File: src/rtl/bp_pkg.sv
// Shared definitions for the branch predictor slice:
// PC-select encodings, counter state names and default widths.
package bp_pkg;

  localparam int IDX_W_DEF  = 6;
  localparam int CTR_W_DEF  = 2;
  localparam int STAT_W_DEF = 16;

  typedef enum logic [1:0] {
    PC_ADD4     = 2'd0,
    PC_JALR     = 2'd1,
    ALU_ANS     = 2'd2,
    BRANCH_ADDR = 2'd3
  } pc_sel_e;

  typedef enum logic [1:0] {
    CTR_SNT = 2'd0,
    CTR_WNT = 2'd1,
    CTR_WT  = 2'd2,
    CTR_ST  = 2'd3
  } ctr_state_e;

endpackage

File: src/rtl/bp_sat_counter.sv
// Up/down saturating next-state function; UP_ONLY=1 turns it
// into an increment-only counter that sticks at all-ones.
module bp_sat_counter #(
  parameter int W       = 2,
  parameter bit UP_ONLY = 1'b0
) (
  input  logic [W-1:0] cur,
  input  logic         en,
  input  logic         up,
  output logic [W-1:0] nxt
);

  logic go_up;

  assign go_up = up | UP_ONLY;

  // Step toward the requested rail, holding at either end.
  always_comb begin
    nxt = cur;
    if (en) begin
      if (go_up) begin
        if (cur != {W{1'b1}}) nxt = cur + W'(1);
      end else begin
        if (cur != {W{1'b0}}) nxt = cur - W'(1);
      end
    end
  end

endmodule

File: src/rtl/branch_predictor_bht.sv
// BHT branch predictor: combinational IF lookup, EX resolve/train.
// Optional gshare indexing when BHT_GSHARE_EN is defined.
module branch_predictor_bht
  import bp_pkg::*;
#(
  parameter int PC_W     = 32,
  parameter int IDX_W    = IDX_W_DEF,
  parameter int CTR_W    = CTR_W_DEF,
  parameter int INIT_CTR = 1,
  parameter int STAT_W   = STAT_W_DEF
) (
  input  logic              clk,
  input  logic              rst_n,
  input  logic [PC_W-1:0]   pc_if,
  output logic              predict_taken,
  output logic [IDX_W-1:0]  pred_idx,
  input  logic              ex_valid,
  input  logic              ex_is_branch,
  input  logic [IDX_W-1:0]  ex_idx,
  input  logic [1:0]        pc_sel_ex,
  input  logic              branch_predict_ex,
  output logic              branch_outcome,
  output logic              predict_outcome,
  output logic              pc_sel_default,
  output logic [STAT_W-1:0] branch_cnt,
  output logic [STAT_W-1:0] mispredict_cnt
);

  localparam int DEPTH = 1 << IDX_W;

  logic [CTR_W-1:0]  bht [DEPTH];
  logic [IDX_W-1:0]  ghr;
  logic [IDX_W-1:0]  base_idx;
  logic              taken;
  logic              train;
  logic              mispred;
  logic [CTR_W-1:0]  ctr_nxt;
  logic [STAT_W-1:0] br_nxt;
  logic [STAT_W-1:0] mis_nxt;
  logic              pc_unused;

  assign base_idx = pc_if[IDX_W+1:2];

`ifdef BHT_GSHARE_EN
  assign pred_idx  = base_idx ^ ghr;
  assign pc_unused = ^{pc_if[PC_W-1:IDX_W+2], pc_if[1:0]};
`else
  assign pred_idx  = base_idx;
  assign pc_unused = ^{pc_if[PC_W-1:IDX_W+2], pc_if[1:0], ghr};
`endif

  assign predict_taken = bht[pred_idx][CTR_W-1];

  assign taken = (pc_sel_ex == PC_JALR) ||
                 (pc_sel_ex == ALU_ANS);
  assign train   = ex_valid & ex_is_branch;
  assign mispred = taken != branch_predict_ex;

  assign branch_outcome  = ex_valid & taken;
  assign predict_outcome = ~ex_valid | ~mispred;
  assign pc_sel_default  = ex_valid &
                           (pc_sel_ex == PC_ADD4) &
                           branch_predict_ex;

  bp_sat_counter #(.W(CTR_W), .UP_ONLY(1'b0)) u_ctr (
    .cur (bht[ex_idx]),
    .en  (train),
    .up  (taken),
    .nxt (ctr_nxt)
  );

  bp_sat_counter #(.W(STAT_W), .UP_ONLY(1'b1)) u_br (
    .cur (branch_cnt),
    .en  (train),
    .up  (1'b1),
    .nxt (br_nxt)
  );

  bp_sat_counter #(.W(STAT_W), .UP_ONLY(1'b1)) u_mis (
    .cur (mispredict_cnt),
    .en  (train & mispred),
    .up  (1'b1),
    .nxt (mis_nxt)
  );

  // Train the single entry named by the EX instruction.
  always_ff @(posedge clk or negedge rst_n) begin
    if (!rst_n) begin
      for (int i = 0; i < DEPTH; i++) bht[i] <= CTR_W'(INIT_CTR);
    end else if (train) begin
      bht[ex_idx] <= ctr_nxt;
    end
  end

  // Global history and performance statistics.
  always_ff @(posedge clk or negedge rst_n) begin
    if (!rst_n) begin
      ghr            <= '0;
      branch_cnt     <= '0;
      mispredict_cnt <= '0;
    end else if (train) begin
      ghr            <= {ghr[IDX_W-2:0], taken};
      branch_cnt     <= br_nxt;
      mispredict_cnt <= mis_nxt;
    end
  end

endmodule

File: config.mk
export PLATFORM = sky130hd
export DESIGN_NAME = branch_predictor_bht
export DESIGN_NICKNAME = d
export VERILOG_FILES = /design/src/rtl/bp_pkg.sv /design/src/rtl/bp_sat_counter.sv /design/src/rtl/branch_predictor_bht.sv
export SDC_FILE = /design/constraint.sdc
export NUM_CORES = 1
export LEC_CHECK = 0
export BUFFER_PORTS_ARGS = -buffer_cell sky130_fd_sc_hd__clkbuf_2
export CORE_ASPECT_RATIO = 0.75
export CORE_MARGIN = 2
export CORE_UTILIZATION = 43
export CTS_CLUSTER_DIAMETER = 50
export CTS_CLUSTER_SIZE = 12
export DETAILED_ROUTE_END_ITERATION = 6
export PLACE_DENSITY = 0.59
export SYNTH_ARGS = -nofsm -noshare
export SYNTH_HDL_FRONTEND = slang
export SYNTH_HIERARCHICAL = 1
export SYNTH_SLANG_ARGS = --single-unit
File: constraint.sdc
create_clock -name clk -period 3.38 [get_ports clk]
set_input_delay 0 -clock clk [delete_from_list [all_inputs] [get_ports clk]]
set_output_delay 0 -clock clk [all_outputs]
set_load 0.03 [all_outputs]
# ---- Word level (Yosys, flattened, before mapping)
# Cells that the tools add are included.
# W data, S select, Z words.
dict set report word_totals {
  output_inout_bits 42
  reg_bits 160
}
dict set report classes {
  n_mux 13
  addsub 4
  bitwise 10
  eq_ne 6
  order_cmp 3
  n_reduce_logical 6
}
# operator count
set op_table {}
lappend op_table {{$bwmux W128} 1}
lappend op_table {{$add A16 B1 Y16 const B} 2}
lappend op_table {{$ne A16 B16 Y1 const B} 2}
lappend op_table {{$bmux W2 S6} 2}
lappend op_table {{$mux W2} 9}
lappend op_table {{$ge A7 B7 Y1 const B} 2}
lappend op_table {{$not A6 Y7} 2}
lappend op_table {{$demux W2 S6} 1}
lappend op_table {{$lt A7 B1 Y1 const B} 1}
lappend op_table {{$and A1 B1 Y1} 5}
lappend op_table {{$reduce_and A3 Y1} 1}
lappend op_table {{$add A2 B1 Y2 const B} 1}
lappend op_table {{$eq A2 B1 Y1 const B} 1}
lappend op_table {{$eq A2 B2 Y1 const B} 1}
lappend op_table {{$logic_not A2 Y1} 1}
lappend op_table {{$ne A2 B2 Y1 const B} 1}
lappend op_table {{$not A1 Y1} 2}
lappend op_table {{$reduce_and A2 Y1} 1}
lappend op_table {{$reduce_bool A2 Y1} 1}
lappend op_table {{$sub A2 B1 Y2 const B} 1}
lappend op_table {{$logic_and A1 B1 Y1} 1}
lappend op_table {{$logic_or A1 B1 Y1} 1}
lappend op_table {{$ne A1 B1 Y1} 1}
lappend op_table {{$or A1 B1 Y1} 1}

# ---- Longest topological paths before layout
dict set report logic_depth {
  ltp_word 9
  ltp_mapped 14
  depth_no_buf 10
}

# ---- Modules after synthesis
# The synthesis kept the hierarchy.
# mod n_inst seq_area_each_um2 cells_each area_per_inst_um2
set by_module_without_submodules {}
lappend by_module_without_submodules {branch_predictor_bht 1 4083.9 697 8239.2}
lappend by_module_without_submodules {{bp_sat_counter at u_br ...} 2 0.0 59 402.9}
lappend by_module_without_submodules {{bp_sat_counter at u_ctr} 1 0.0 9 62.6}

# ---- Least setup slack after synthesis
# Ideal clock, no wire load.
dict set report synth_path {
  path_type {register to register}
  from {reg bht[52] in the netlist's numbering}
  to {reg bht[120] in the netlist's numbering}
  n_path_buf 2
  setup_slack_ns 0.642
  period_less_slack_ns 2.738
  arrival_time_ns 2.678
  setup_ns 0.060
  path_stages_with_launch 11
  path_cell_list {dfstp_2 -> mux4_1 -> nand2_1 -> o21ai_0 -> a22o_1 -> or4_1 -> mux2i_1 -> o211ai_2 -> buf_1 -> clkbuf_1 -> mux2_2}
}
dict set report synth_between {
  elab_chain_cells 8
  word_cells_on_any_way 12
  cone_classes {2 x add/sub; 1 x eq/ne; 8 x mux; 1 x reduce/logical}
}
# element line
set synth_rtl {}
lappend synth_rtl {{start: declaration} branch_predictor_bht.sv:31} ;# logic [CTR_W-1:0] bht [DEPTH];
lappend synth_rtl {{start signal: indexed assignment} branch_predictor_bht.sv:91} ;# bht[ex_idx] <= ctr_nxt;
lappend synth_rtl {{$bmux W2 S6 *} branch_predictor_bht.sv:66} ;# .cur (bht[ex_idx]),
lappend synth_rtl {{$mux W2 (not written as such) * (2 in a row)} branch_predictor_bht.sv:66}
lappend synth_rtl {{$sub A2 B1 Y2 (tied with other cells)} bp_sat_counter.sv:24} ;# if (cur != {W{1'b0}}) nxt = cur - W'(1);
lappend synth_rtl {{$mux W2, on equally long branches} {bp_sat_counter.sv:24, bp_sat_counter.sv:22}}
lappend synth_rtl {{$mux W2} bp_sat_counter.sv:21} ;# if (go_up) begin
lappend synth_rtl {{$mux W2 *} bp_sat_counter.sv:20} ;# if (en) begin
lappend synth_rtl {{named net ctr_nxt[0]} branch_predictor_bht.sv:37} ;# logic [CTR_W-1:0] ctr_nxt;
lappend synth_rtl {{$bwmux W128 *} branch_predictor_bht.sv:91}
# Mark *: on every way through the listed nets, which the timed path passes. The rest lies on a longest branch. The select of a mux whose other input is x is not followed.
# A chain may end at the register's enable or synchronous reset.

# ---- Worst setup path after layout
dict set report layout_path {
  from {reg bht[52] in the netlist's numbering}
  to {reg bht[110] in the netlist's numbering}
}
# Same word-level chain as after synthesis.

==> flow_summary.json <==
{
  "vdd_drop_max_uv": 274,
  "area_growth_pct": 12.8,
  "grt_usage_pct": 21.7,
  "placementRows": 46,
  "grt_max_degree": 100,
  "status": "finished clean",
  "slowest_delay_ns": 0.57,
  "nets": 910,
  "syn_inst": 823,
  "gp_congestion": 0.854,
  "grt_pass1_wl_mm": 36.9,
  "yosysWarnings": 6,
  "n_fill_cell": 1936,
  "endpoint_kind": "flop",
  "fmax_mhz": 336,
  "port_buffers": 60,
  "leakage_nw": 4.54,
  "overflow": 0,
  "crit_path_top_delay_cell": "or4_1",
  "first_pass_iters": 5,
  "setup_viol": 0,
  "antenna_cells": 0,
  "netlist_area_um2": 9100,
  "drv_slew": 0,
  "avgViaCountPerCell": 5.64,
  "post-cts-setup-buffers": 0,
  "hpwl_mm": 15.6,
  "die_area_um2": 22400,
  "drc": 0,
  "wl_per_cell_um": 20.1,
  "power.total_mw": 4.62,
  "rsz0062_at_grt": "no",
  "arrival_ns": 3.35,
  "tightest_slew_ns": 0.932,
  "finalWirelength_mm": 23.4,
  "initial_core_util_pct": 43.5,
  "cts.sinks": 160,
  "cap_viol_max_count": 0,
  "pin_count": 87,
  "rrSetupSlack_ns": 0.41,
  "hold_class": "input port to flop",
  "layout-drive-gt1-share_pct": 40.6,
  "p_per_area_nw_per_um2": 450,
  "clock_latency_ns": 0.44,
  "clockRootBuffer": "clkbuf_16",
  "die_y_um": 130,
  "fin_crit_ns": 2.97,
  "worst-path-max-fanout": 64,
  "cp_cell_sequence": "mux4_1, nand2_1, o21ai_0, a22o_1, or4_1, mux2i_1, o211ai_4, buf_12, mux2_2",
  "worstSetupPathType": "flop to flop",
  "htree_levels": 4,
  "clk_pin_slew_ns": 0.08,
  "cts_tree": "done",
  "hold_viol_final": 0,
  "grt_pass1_vias": 6235,
  "post-route-period-util_pct": 88.0,
  "cp_data_required_time_ns": 3.75,
  "routed-via-count": 6557,
  "avgSynthCellArea_um2": 11.1,
  "cts_max_path_buffers": 2,
  "critPathLaunchType": "flop",
  "synth_nets": 871,
  "chipWidth_um": 172,
  "ant_nets": 0,
  "core_um2": 21000,
  "cts_buffers": 17,
  "first_iter_violations": 551,
  "worst_clock_skew_ns": 0.0153,
  "antenna_found_initial": 0,
  "finalSetupTns_ns": 0,
  "slew_headroom_pct": 37.9
}
==> flip-flops by register name, summed over array words and instances, names as in the netlist <==
register and cells:
branch_cnt 16, bht 128, mispredict_cnt 16
==> per-layer routing <==
layer / vias up / wire [µm] / track usage, %
met5: - / 0 / 0
met4: 0 / 300 / 4.50
met3: 24 / 1370 / 5.43
met2: 176 / 9850 / 30.0
met1: 3321 / 11800 / 34.3
li1: 3036 / - / -
==> area by class of cell <==
class | count | area, µm² | share of cell area (%)
Clock buffer | 17 | 425 | 4.14
Tap cell | 288 | 360 | 3.51
Inverter | 10 | 37.5 | 0.366
Clock inverter | 15 | 161 | 1.57
Sequential cell | 160 | 4080 | 39.8
Multi-Input combinational cell | 595 | 4700 | 45.8
Timing Repair Buffer | 78 | 494 | 4.81
==> where the power goes <==
part | internal [mW] | switching (mW) | leakage (nW)
clock network | 1.05 | 0.901 | 0.281
registers | 2.02 | 0.0736 | 1.99
logic | 0.208 | 0.360 | 2.27
==> worst max-delay path, delay by kind of cell, from the launching register on <==
family,cells,cell delay [ns]
muxes,3,0.95
and+or+nand+nor,2,0.69
AOI/OAI and AO/OA,3,0.58
DFF,1,0.37
buffers and inverters,1,0.29
==> per-stage QoR <==
| step | instance area (µm²) | instances | util, % | worst slack, ns | hold slack [ns] |
|---|---|---|---|---|---|
| 2_1_floorplan | 9100 | 823 | - | 0.642 | -0.296 |
| 3_3_place_gp | 9670 | 1130 | 46.2 | 0.242 | 0.190 |
| 3_5_place_dp | 9670 | 1130 | 46.2 | 0.264 | 0.186 |
| 4_1_cts | 10300 | 1163 | 49.0 | 0.421 | 0.135 |
| 5_1_grt | 10300 | 1163 | 49.0 | 0.329 | 0.163 |
| 6_report | 10300 | 1163 | 49.0 | 0.405 | 0.149 |
==> cells in the final DEF, fill, tap and decap left out, types with 6 or more instances in the layout <==
| cell | instances |
|---|---|
| xnor2_1 | 16 |
| a21oi_1 | 11 |
| dfstp_2 | 64 |
| nor2b_1 | 7 |
| nand4_1 | 18 |
| nand3b_1 | 6 |
| mux2_2 | 139 |
| buf_4 | 13 |
| and4_1 | 7 |
| mux4_2 | 27 |
| clkbuf_16 | 17 |
| clkbuf_2 | 59 |
| and3_1 | 12 |
| inv_1 | 9 |
| dfrtp_1 | 96 |
| nand2_1 | 129 |
| a31oi_1 | 8 |
| o21ai_0 | 12 |
| mux2i_1 | 21 |
| nand3_1 | 20 |
| nor2_1 | 73 |
==> worst paths after layout <==
check | start | endpoint | cells past startpoint
min in group asynchronous | rst_n | mispredict_cnt[13] | 2
worst max register to register | bht[52] | bht[110] | 9
worst min register to register | bht[29] | bht[29] | 1
worst max-delay path | bht[52] | bht[110] | 9
worst min-delay path | ex_is_branch | mispredict_cnt[2] | 5
max in group asynchronous | rst_n | bht[124] | 3
==> what timing repair did <==
action                                 CTS  global route
hold buffers                             1             0
gates resized for setup                  0             0
endpoints found under the hold margin   62             0
Power figures use the tool's default switching activity.
